--- config.mk ---
export PLATFORM = sky130hd
export DESIGN_NAME = uart_rx_param
export DESIGN_NICKNAME = d
export VERILOG_FILES = /design/src/rtl/uart_rx_param.sv
export SDC_FILE = /design/constraint.sdc
export NUM_CORES = 1
export LEC_CHECK = 0
export CAP_MARGIN = 25
export CORE_UTILIZATION = 43
export CTS_BUF_LIST = sky130_fd_sc_hd__clkbuf_8
export DETAILED_ROUTE_END_ITERATION = 8
export PLACE_DENSITY = 0.61
export RECOVER_POWER = 25
export SYNTH_ARGS = -nofsm -noshare
export SYNTH_HDL_FRONTEND = slang
export SYNTH_SLANG_ARGS = --single-unit
export TNS_END_PERCENT = 30
--- constraint.sdc ---
create_clock -name clk -period 1.97 [get_ports clk]
set_input_delay 0.591 -clock clk [delete_from_list [all_inputs] [get_ports clk]]
set_output_delay 0.591 -clock clk [all_outputs]
set_load 0.01 [all_outputs]
--- src/rtl/uart_rx_param.sv ---
// ---------------------------------------------------------------------------
// uart_rx_param
//
// Parametrised UART receiver. The raw line passes through a two-flop
// synchroniser. A free-running divider produces an oversampling tick, and
// each bit is decided by a 2-of-3 majority vote of samples taken around the
// bit centre. Each received word is held behind a valid/ready handshake,
// together with its parity, framing and break status.
//
// Ports:
//   clk         in   system clock
//   rst         in   synchronous, active-high reset
//   rxd_in      in   asynchronous serial line, idle high
//   rx_data     out  received word; the first bit on the line lands in bit 0
//   rx_valid    out  rx_data and the status flags are valid; held until accepted
//   rx_ready    in   consumer accepts the word when rx_valid & rx_ready
//   parity_err  out  parity mismatch for the held word
//   frame_err   out  a stop bit was voted 0 for the held word
//   break_det   out  data, parity and stop bits were all voted 0
//   overrun     out  sticky: a frame was dropped because a word was still held
//   busy        out  receiver state machine is not idle
//   state_dbg   out  current FSM state, for debug and checkers
//
// Handshake: a word transfers on every clock edge where rx_valid and
// rx_ready are both 1. Once rx_valid is raised, rx_data and the flags stay
// stable until that transfer happens. rx_ready may be driven without regard
// to rx_valid.
// ---------------------------------------------------------------------------
module uart_rx_param #(
    parameter int CLK_FREQ   = 50000000,
    parameter int BAUD       = 115200,
    parameter int OVERSAMPLE = 16,
    parameter int DATA_BITS  = 8,
    parameter int PARITY     = 0,
    parameter int STOP_BITS  = 1
) (
    input  logic                 clk,
    input  logic                 rst,
    input  logic                 rxd_in,
    output logic [DATA_BITS-1:0] rx_data,
    output logic                 rx_valid,
    input  logic                 rx_ready,
    output logic                 parity_err,
    output logic                 frame_err,
    output logic                 break_det,
    output logic                 overrun,
    output logic                 busy,
    output logic [2:0]           state_dbg
);

    // ------------------------------------------------------------------
    // Derived constants
    // ------------------------------------------------------------------
    localparam int DIV_RAW = CLK_FREQ / (BAUD * OVERSAMPLE);
    localparam int DIV     = (DIV_RAW < 1) ? 1 : DIV_RAW;
    localparam int DIV_W   = (DIV > 1) ? $clog2(DIV) : 1;
    localparam int SAMP_W  = $clog2(OVERSAMPLE);

    localparam logic [SAMP_W-1:0] SMP_FIRST = SAMP_W'(OVERSAMPLE / 2 - 1);
    localparam logic [SAMP_W-1:0] SMP_MID   = SAMP_W'(OVERSAMPLE / 2);
    localparam logic [SAMP_W-1:0] SMP_VOTE  = SAMP_W'(OVERSAMPLE / 2 + 1);
    localparam logic [SAMP_W-1:0] SMP_LAST  = SAMP_W'(OVERSAMPLE - 1);

    localparam logic [3:0] LAST_DATA = 4'(DATA_BITS - 1);
    localparam logic [3:0] LAST_STOP = 4'(STOP_BITS - 1);

    typedef enum logic [2:0] {
        S_IDLE      = 3'd0,
        S_START     = 3'd1,
        S_DATA      = 3'd2,
        S_PAR       = 3'd3,
        S_STOP      = 3'd4,
        S_DONE      = 3'd5,
        S_WAIT_HIGH = 3'd6
    } state_t;

    // ------------------------------------------------------------------
    // Registers
    // ------------------------------------------------------------------
    state_t                state_q, state_d;
    logic                  rxd_meta_q, rxd_meta_d;
    logic                  rxd_sync_q, rxd_sync_d;
    logic [DIV_W-1:0]      div_cnt_q, div_cnt_d;
    logic [SAMP_W-1:0]     samp_cnt_q, samp_cnt_d;
    logic [3:0]            bit_cnt_q, bit_cnt_d;
    logic                  smp0_q, smp0_d;
    logic                  smp1_q, smp1_d;
    logic [DATA_BITS-1:0]  shreg_q, shreg_d;
    logic                  par_acc_q, par_acc_d;
    logic                  perr_acc_q, perr_acc_d;
    logic                  ferr_acc_q, ferr_acc_d;
    logic                  zero_acc_q, zero_acc_d;
    logic [DATA_BITS-1:0]  rx_data_q, rx_data_d;
    logic                  rx_valid_q, rx_valid_d;
    logic                  parity_err_q, parity_err_d;
    logic                  frame_err_q, frame_err_d;
    logic                  break_det_q, break_det_d;
    logic                  overrun_q, overrun_d;

    // ------------------------------------------------------------------
    // Shared decode
    // ------------------------------------------------------------------
    logic rxd_s;
    logic tick;
    logic at_s0, at_s1, at_vote, at_end;
    logic vote;
    logic commit;
    logic accept;

    assign rxd_s   = rxd_sync_q;
    assign tick    = (div_cnt_q == DIV_W'(DIV - 1));
    assign at_s0   = tick && (samp_cnt_q == SMP_FIRST);
    assign at_s1   = tick && (samp_cnt_q == SMP_MID);
    assign at_vote = tick && (samp_cnt_q == SMP_VOTE);
    assign at_end  = tick && (samp_cnt_q == SMP_LAST);

    // The third sample is the live synchronised line, so the vote is ready
    // on the same tick that takes it.
    assign vote = (smp0_q & smp1_q) | (smp0_q & rxd_s) | (smp1_q & rxd_s);

    assign commit = (state_q == S_DONE);
    assign accept = rx_valid_q & rx_ready;

    // ------------------------------------------------------------------
    // State register (and all other flops)
    // ------------------------------------------------------------------
    always_ff @(posedge clk) begin
        if (rst) begin
            state_q      <= S_IDLE;
            rxd_meta_q   <= 1'b1;
            rxd_sync_q   <= 1'b1;
            div_cnt_q    <= '0;
            samp_cnt_q   <= '0;
            bit_cnt_q    <= '0;
            smp0_q       <= 1'b1;
            smp1_q       <= 1'b1;
            shreg_q      <= '0;
            par_acc_q    <= 1'b0;
            perr_acc_q   <= 1'b0;
            ferr_acc_q   <= 1'b0;
            zero_acc_q   <= 1'b1;
            rx_data_q    <= '0;
            rx_valid_q   <= 1'b0;
            parity_err_q <= 1'b0;
            frame_err_q  <= 1'b0;
            break_det_q  <= 1'b0;
            overrun_q    <= 1'b0;
        end else begin
            state_q      <= state_d;
            rxd_meta_q   <= rxd_meta_d;
            rxd_sync_q   <= rxd_sync_d;
            div_cnt_q    <= div_cnt_d;
            samp_cnt_q   <= samp_cnt_d;
            bit_cnt_q    <= bit_cnt_d;
            smp0_q       <= smp0_d;
            smp1_q       <= smp1_d;
            shreg_q      <= shreg_d;
            par_acc_q    <= par_acc_d;
            perr_acc_q   <= perr_acc_d;
            ferr_acc_q   <= ferr_acc_d;
            zero_acc_q   <= zero_acc_d;
            rx_data_q    <= rx_data_d;
            rx_valid_q   <= rx_valid_d;
            parity_err_q <= parity_err_d;
            frame_err_q  <= frame_err_d;
            break_det_q  <= break_det_d;
            overrun_q    <= overrun_d;
        end
    end

    // ------------------------------------------------------------------
    // Next-state logic
    // ------------------------------------------------------------------
    always_comb begin
        state_d = state_q;
        case (state_q)
            S_IDLE: begin
                if (tick && !rxd_s) state_d = S_START;
            end
            S_START: begin
                // A start bit that votes 1 is noise: drop back immediately.
                if (at_vote && vote)  state_d = S_IDLE;
                else if (at_end)      state_d = S_DATA;
            end
            S_DATA: begin
                if (at_end && (bit_cnt_q == LAST_DATA))
                    state_d = (PARITY != 0) ? S_PAR : S_STOP;
            end
            S_PAR: begin
                if (at_end) state_d = S_STOP;
            end
            S_STOP: begin
                // Finish at the vote of the last stop bit rather than at its
                // end, so a start bit right behind it is not missed.
                if (at_vote && (bit_cnt_q == LAST_STOP)) state_d = S_DONE;
            end
            S_DONE: begin
                state_d = rxd_s ? S_IDLE : S_WAIT_HIGH;
            end
            S_WAIT_HIGH: begin
                if (tick && rxd_s) state_d = S_IDLE;
            end
            default: state_d = S_IDLE;
        endcase
    end

    // ------------------------------------------------------------------
    // Datapath and handshake logic
    // ------------------------------------------------------------------
    always_comb begin
        rxd_meta_d   = rxd_in;
        rxd_sync_d   = rxd_meta_q;
        div_cnt_d    = tick ? '0 : div_cnt_q + DIV_W'(1);
        samp_cnt_d   = samp_cnt_q;
        bit_cnt_d    = bit_cnt_q;
        smp0_d       = smp0_q;
        smp1_d       = smp1_q;
        shreg_d      = shreg_q;
        par_acc_d    = par_acc_q;
        perr_acc_d   = perr_acc_q;
        ferr_acc_d   = ferr_acc_q;
        zero_acc_d   = zero_acc_q;
        rx_data_d    = rx_data_q;
        rx_valid_d   = rx_valid_q;
        parity_err_d = parity_err_q;
        frame_err_d  = frame_err_q;
        break_det_d  = break_det_q;
        overrun_d    = overrun_q;

        case (state_q)
            S_IDLE, S_DONE, S_WAIT_HIGH: begin
                // Keep the frame accumulators primed for the next start bit.
                samp_cnt_d = '0;
                bit_cnt_d  = '0;
                par_acc_d  = 1'b0;
                perr_acc_d = 1'b0;
                ferr_acc_d = 1'b0;
                zero_acc_d = 1'b1;
            end
            default: begin
                // Wraps naturally at the bit boundary (OVERSAMPLE is 2^n).
                if (tick) samp_cnt_d = samp_cnt_q + SAMP_W'(1);
                if (at_s0) smp0_d = rxd_s;
                if (at_s1) smp1_d = rxd_s;
            end
        endcase

        case (state_q)
            S_DATA: begin
                if (at_vote) begin
                    shreg_d    = {vote, shreg_q[DATA_BITS-1:1]};
                    par_acc_d  = par_acc_q ^ vote;
                    zero_acc_d = zero_acc_q & ~vote;
                end
                if (at_end)
                    bit_cnt_d = (bit_cnt_q == LAST_DATA) ? 4'd0 : bit_cnt_q + 4'd1;
            end
            S_PAR: begin
                if (at_vote) begin
                    // Even: total XOR must be 0. Odd: total XOR must be 1.
                    perr_acc_d = (PARITY == 2) ? ~(par_acc_q ^ vote)
                                               :  (par_acc_q ^ vote);
                    zero_acc_d = zero_acc_q & ~vote;
                end
            end
            S_STOP: begin
                if (at_vote) begin
                    if (!vote) ferr_acc_d = 1'b1;
                    zero_acc_d = zero_acc_q & ~vote;
                end
                if (at_end) bit_cnt_d = bit_cnt_q + 4'd1;
            end
            default: ;
        endcase

        // Handshake: a transfer clears the word and the sticky overrun flag.
        // A frame arriving while a word is still held and not being taken
        // is dropped.
        if (accept) begin
            rx_valid_d = 1'b0;
            overrun_d  = 1'b0;
        end
        if (commit) begin
            if (!rx_valid_q || rx_ready) begin
                rx_data_d    = shreg_q;
                parity_err_d = perr_acc_q;
                frame_err_d  = ferr_acc_q;
                break_det_d  = zero_acc_q;
                rx_valid_d   = 1'b1;
            end else begin
                overrun_d = 1'b1;
            end
        end
    end

    // ------------------------------------------------------------------
    // Outputs
    // ------------------------------------------------------------------
    always_comb begin
        busy      = (state_q != S_IDLE);
        state_dbg = state_q;
    end

    assign rx_data    = rx_data_q;
    assign rx_valid   = rx_valid_q;
    assign parity_err = parity_err_q;
    assign frame_err  = frame_err_q;
    assign break_det  = break_det_q;
    assign overrun    = overrun_q;

endmodule

==> metrics.txt, run 1 <==
status=complete, no violations; drt drc=0; later-pin clock latency in the skew report=0.30 ns; CTS buffer count=5; endpoints failing hold=0; io pins=21; most common cell after layout, fill and taps aside=dfxtp_1; crit path capture type=output port; ANT cells=0; final setup fails=0; Largest stage delay, worst path=0.40 ns; most frequent cells in the layout=dfxtp_1, nor2_1, mux2i_1; Std-Cell Rows=25; mux contribution to synthesized area=about a tenth; Placeable Area=approximately 0.0048 mm²; Yosys warning count=0; Power per Cell Area=approximately 880 mW/mm²; first-pass GRT wire length=between 7 and 8 mm; CTS max path bufs=2; max-cap viol count=0; share of flip-flops with an asynchronous set or reset=0%; synthesized instance count=~240; Synth Area in Adders=under 10%; register area share after synthesis=roughly two fifths; crit-path cells=or3_1, dlygate4sd2_1; Setup TNS=0 ns; Layout Skew=0.00521 ns; largest net degree at the start of global routing=46; synthesis-to-finish area growth=19.3%; Synth Net Count=248; Netlist cell types=55; Compound-Gate Fraction of Synth Area=between 10 and 15%; worst hold slack=approximately 0.41 ns; Required @ worst endpoint=~1.4 ns; Final period util=97.6%; Vias=~1,700; RSZ-0062 raised after global routing=no; DP Wirelength=around 2.9 mm; Period minus WS final=between 1.5 and 2 ns; GP Congestion=0.845; Die W=between 70 and 80 µm; Post CTS Setup Buffer Count=0; Mapped Area=0.00217 mm²; Slew @ Worst Pin=around 0.41 ns; H-tree levels=2; signal arrival time at the worst endpoint=between 1 and 1.5 ns; hold buffers post-CTS=0; vias per cell=between 5 and 6; GRT Overall Usage=roughly 18%; die area=0.00533 mm²; Final Cell Area=between 0.002 and 0.003 mm²; crit path max-delay cell type=or3_1; total gr overflow=0; XOR/XNOR share of the synthesized area=2.83%; Fill cells=around 470; clock slew at reported path FFs=0.09 ns; Cell Area, Placed=between 0.002 and 0.0025 mm²; Post-synth EDFFs=0; CTS Sinks=45; maximum vdd drop=about 0.39 mV; initial antenna violation count=0; WL final=4.30 mm; Yosys reg bits=45; Final Max Slew Viols=0; final cell count without fillers=between 300 and 400; number of port buffers=20; Layout Nets=roughly 270; CTS tree=yes; simple-gate share of the synthesized area=between 20% and 30%; share of cells above drive strength 1=a little under an eighth; DRT iter0 DRCs=141; drt pass-1 iters=4; critical-path maximum fanout=3; Initial Util=a little under half; crit path launch type=flip-flop; WS Path Type=flip-flop to output port; die height=73.0 µm; syn_area_per_cell=just over 9 µm²; P_leak=between 0.9 and 1 nW; post-route ant nets=0; hold crit path type=flip-flop to flip-flop; root buffer cell=clkbuf_8; Top FF cell, synth=dfxtp_1; largest family of logic cells by synthesized area=simple AND/OR/NAND/NOR gates; vias in the first global route=approximately 1,600; total placed cells including tap cells=320; drt wl/cell=13.1 µm; worst relative slew slack=72.6%; fmax=between 500 and 600 MHz
-- layout make-up --
class                      count  area [µm²]  share of cell area, %
tap                           67        83.8                   3.24
sequential                    45         901                   34.8
clock buffer                   5        68.8                   2.66
multi-input combinational    170        1160                   45.0
clock inverter                 3        21.3                  0.822
inverter                       8        30.0                   1.16
timing repair buffer          30         319                   12.3
-- state kept, by name (all words and copies together), names as in the netlist, 3 cells and up --
register and count:
shreg_q 8, samp_cnt_q 4, state_dbg 3, div_cnt_q 5, rx_data 8, bit_cnt_q 4
-- cell families (layout without fill, tap and decap cells) --
family / Yosys count / count (layout)
compound gates: 39 / 39
xor+xnor: 7 / 7
fa+ha+maj: 8 / 8
buf+inv: 22 / 46
flops: 45 / 45
mux: 21 / 21
simple gates: 95 / 95
-- cells in the mapped netlist (3+ instances only) --
master,instances,area share (%)
nor2_1,34,5.9
dfxtp_1,45,42
o21ai_0,7,1.6
clkbuf_1,6,1.0
mux2i_1,21,9.7
nor2b_1,3,0.87
a22oi_1,3,1.0
xor2_1,5,2.0
nor3_1,12,2.8
a21oi_1,9,2.1
buf_2,3,0.69
nand3_1,10,2.3
ha_1,7,4.0
nand2b_1,4,1.2
nand2_1,11,1.9
inv_1,8,1.4
-- worst max-delay path, delay by kind of cell, from the launching register on --
family / cells / cell delay [ns]
flip-flops: 1 / 0.33
AND/OR/NAND/NOR: 1 / 0.40
buffers and inverters: 1 / 0.30
-- metal layers --
layer / global-route usage, % / vias to the layer above / wire [µm]
li1: - / 878 / -
met1: 23.6 / 812 / 2200
met2: 28.4 / 24 / 1900
met3: 4.14 / 4 / 136
met4: 6.54 / 0 / 54
met5: 0 / - / 0
-- final timing paths --
check                                 start                        end  slack, ns  cells after the start
setup reg to reg    div_cnt_q[0]$_SDFF_PP0_  state_dbg[2]$_SDFFE_PP0P_       0.16                      7
hold reg to reg       rxd_meta_q$_SDFF_PP1_           rxd_s$_SDFF_PP1_       0.41                      1
setup / recovery  state_dbg[2]$_SDFFE_PP0P_                       busy       0.05                      2
hold / removal        rxd_meta_q$_SDFF_PP1_           rxd_s$_SDFF_PP1_       0.41                      1
-- timing repair --
item | 4_1_cts | 5_1_grt
pin swaps | 0 | 1
gates resized for setup | 4 | 6
endpoints found under the setup margin | 4 | 7
-- metrics by stage --
| stage | worst slack, ns | power, mW | util [%] |
|---|---|---|---|
| after detailed placement | 0.109 | 1.71 | 52.1 |
| after CTS | -0.0309 | 2.31 | 54.1 |
| after global placement | 0.0986 | 1.71 | 52.1 |
| final | 0.0476 | 2.28 | 54.1 |
| after floorplan | 0.263 | 1.51 | - |
| after global routing | 0.000137 | 2.42 | 54.1 |
-- report_power, final --
group	switching, mW	internal (mW)
clock	0.333	0.252
sequential	0.0222	0.940
combinational	0.433	0.299
(Power assumes the default switching activity.)
==> run 2: changes to the inputs <==
--- a/config.mk
+++ b/config.mk
@@ -5,7 +5,7 @@
 export SDC_FILE = /design/constraint.sdc
 export NUM_CORES = 1
 export LEC_CHECK = 0
-export CAP_MARGIN = 25
+export CAP_MARGIN = 0
 export CORE_UTILIZATION = 43
 export CTS_BUF_LIST = sky130_fd_sc_hd__clkbuf_8
 export DETAILED_ROUTE_END_ITERATION = 8
==> results of run 2 <==
The final DEF is identical to that of run 1; final timing and power are the same.
==> run 3: changes to the inputs <==
--- a/config.mk
+++ b/config.mk
@@ -6,8 +6,9 @@
 export NUM_CORES = 1
 export LEC_CHECK = 0
 export CAP_MARGIN = 0
+export CORE_MARGIN = 2
 export CORE_UTILIZATION = 43
-export CTS_BUF_LIST = sky130_fd_sc_hd__clkbuf_8
+export CTS_BUF_LIST = sky130_fd_sc_hd__clkbuf_2 sky130_fd_sc_hd__clkbuf_4 sky130_fd_sc_hd__clkbuf_8
 export DETAILED_ROUTE_END_ITERATION = 8
 export PLACE_DENSITY = 0.61
 export RECOVER_POWER = 25
==> run 3 against run 2 <==
Against the previous run:
- flip-flop and latch count is the same
- clock skew is 0.0024 ns higher
- worst setup slack improved by 0.052 ns
- non-clock buffer count is 1 lower
- die area up 5.6%
- utilization grew 0.86 points
- global-route usage fell by 1.0 points
- cell count down 0.30%
- sequential power barely moved
- combinational power barely moved
- total power is 11% higher
- clock power grew 42%
- largest cell class unchanged
==> metrics.txt, run 3 (synthesis results as in run 1) <==
worst hold slack=0.413 ns (was 0.415 ns); crit path launch type=flip-flop (unchanged); die area=0.00563 mm² (was 0.00533 mm²); Die W=75.0 µm (was 73.0 µm); Clk pwr share=32.8% (was 25.7%); Final Max Slew Viols=0 (unchanged); P_leak=0.977 nW (was 0.963 nW); critical-path maximum fanout=3 (unchanged); vias in the first global route=1,547 (was 1,595); worst relative slew slack=74.0% (was 72.6%); fmax=535 MHz (was 520 MHz); clock slew at reported path FFs=0.09 ns (about the same); GRT Overall Usage=16.9% (was 17.9%); Period minus WS final=1.87 ns (was 1.92 ns); crit path capture type=output port (unchanged); maximum vdd drop=0.540 mV (was 0.395 mV); drt pass-1 iters=4 (unchanged); RSZ-0062 raised after global routing=no (unchanged); signal arrival time at the worst endpoint=1.28 ns (was 1.33 ns); Placeable Area=0.00479 mm² (unchanged); vias per cell=5.13 (was 5.24); CP startpoint=state_dbg[2]$_SDFFE_PP0P_ (unchanged); post-route ant nets=0 (unchanged); Largest stage delay, worst path=0.41 ns (was 0.40 ns); Layout Nets=270 (was 271); status=complete, no violations (unchanged); most common cell after layout, fill and taps aside=dfxtp_1 (unchanged); drt drc=0 (unchanged); Final Cell Area=0.00263 mm² (was 0.00259 mm²); DP Wirelength=2.90 mm (was 2.95 mm); hold buffers post-CTS=0 (unchanged); GP Congestion=0.804 (was 0.845); Layout Skew=0.00761 ns (was 0.00521 ns); Switching Power=0.766 mW (was 0.788 mW); Switching Share=30.4% (was 34.6%); total gr overflow=0 (unchanged); H-tree levels=2 (unchanged); endpoints failing hold=0 (unchanged); final setup fails=0 (unchanged); Required @ worst endpoint=1.38 ns (about the same); combinational power share=29.0% (was 32.1%); drt wl/cell=12.8 µm (was 13.1 µm); CTS Sinks=45 (unchanged); crit path max-delay cell type=or3_1 (unchanged); later-pin clock latency in the skew report=0.29 ns (was 0.30 ns); initial antenna violation count=0 (unchanged); Final period util=94.9% (was 97.6%); Slew @ Worst Pin=0.387 ns (was 0.409 ns); die height=75.0 µm (was 73.0 µm); root buffer cell=clkbuf_8 (unchanged); CTS max path bufs=2 (unchanged); Fill cells=448 (was 467); final cell count without fillers=327 (was 328); CTS tree=yes (unchanged); total power=2.52 mW (was 2.28 mW); largest net degree at the start of global routing=46 (unchanged); crit-path cells=or3_1, clkdlybuf4s15_1 (was or3_1, dlygate4sd2_1); CTS buffer count=5 (unchanged); first-pass GRT wire length=7.27 mm (was 7.41 mm); hold path startpoint=rxd_meta_q$_SDFF_PP1_ (unchanged); Initial Util=45.3% (unchanged); sequential share of power=38.2% (was 42.2%); Internal=1.75 mW (was 1.49 mW); share of cells above drive strength 1=10.8% (was 11.9%); WS Path Type=flip-flop to output port (unchanged); synthesis-to-finish area growth=21.2% (was 19.3%); Vias=1,679 (was 1,718); FF-to-FF Start=div_cnt_q[0]$_SDFF_PP0_ (unchanged); io pins=21 (unchanged); number of port buffers=20 (unchanged); ANT cells=0 (unchanged); hold crit path type=flip-flop to flip-flop (unchanged); max-cap viol count=0 (unchanged); Power per Cell Area=958 mW/mm² (was 880 mW/mm²); Std-Cell Rows=25 (unchanged); total placed cells including tap cells=319 (was 320); Cell Area, Placed=0.00248 mm² (was 0.00249 mm²); final core utilization=55.0% (was 54.1%); most frequent cells in the layout=dfxtp_1, nor2_1, mux2i_1 (unchanged); DRT iter0 DRCs=103 (was 141); WL final=4.20 mm (was 4.30 mm)
run 3: layout make-up:
| type | instances | area, µm² | share of cell area (%) |
|---|---|---|---|
| Multi-Input combinational cell | 170 | 1160 | 44.1 |
| Clock inverter | 3 | 68.8 | 2.62 |
| Inverter | 8 | 30.0 | 1.14 |
| Sequential cell | 45 | 901 | 34.3 |
| Clock buffer | 5 | 68.8 | 2.62 |
| Timing Repair Buffer | 29 | 319 | 12.1 |
| Tap cell | 67 | 83.8 | 3.19 |
run 3: repair_timing:
item / 4_1_cts / 5_1_grt
endpoints found under the hold margin: 0 / 0
setup endpoints to repair: 4 / 4
setup buffers: 0 / 0
resized for setup: 4 / 5
run 3: final timing paths:
path              slack (ns)  cells after the start                   endpoint
hold / removal          0.41                      1           rxd_s$_SDFF_PP1_
setup / recovery         0.1                      2                       busy
hold reg to reg         0.41                      1           rxd_s$_SDFF_PP1_
setup reg to reg        0.11                      8  state_dbg[2]$_SDFFE_PP0P_
run 3: power groups by stage:
stage	registers, mW	clock network (mW)	logic [mW]
2_1_floorplan	0.992	0	0.518
3_3_place_gp	0.978	0	0.735
3_5_place_dp	0.979	0	0.727
4_1_cts	0.962	0.850	0.733
5_1_grt	0.967	0.900	0.806
6_report	0.963	0.828	0.730
run 3: worst max-delay path, delay by kind of cell (launching register included):
family                 cells  cell delay [ns]
buffers and inverters      1             0.25
DFF                        1             0.32
and+or+nand+nor            1             0.41
run 3: through the flow:
stage                     setup TNS, ns  worst slack (ns)
final                                 0            0.0999
after global routing                  0           0.00380
after CTS                       -0.0281           -0.0281
after detailed placement              0            0.0978
after global placement                0            0.0978
after floorplan                       0             0.263
run 3: per-layer routing:
layer / wire [µm] / track usage (%) / vias up
li1: - / - / 873
met4: 22 / 4.17 / 0
met3: 166 / 5.35 / 2
met5: 0 / 0 / -
met1: 2160 / 24.1 / 779
met2: 1860 / 24.8 / 25
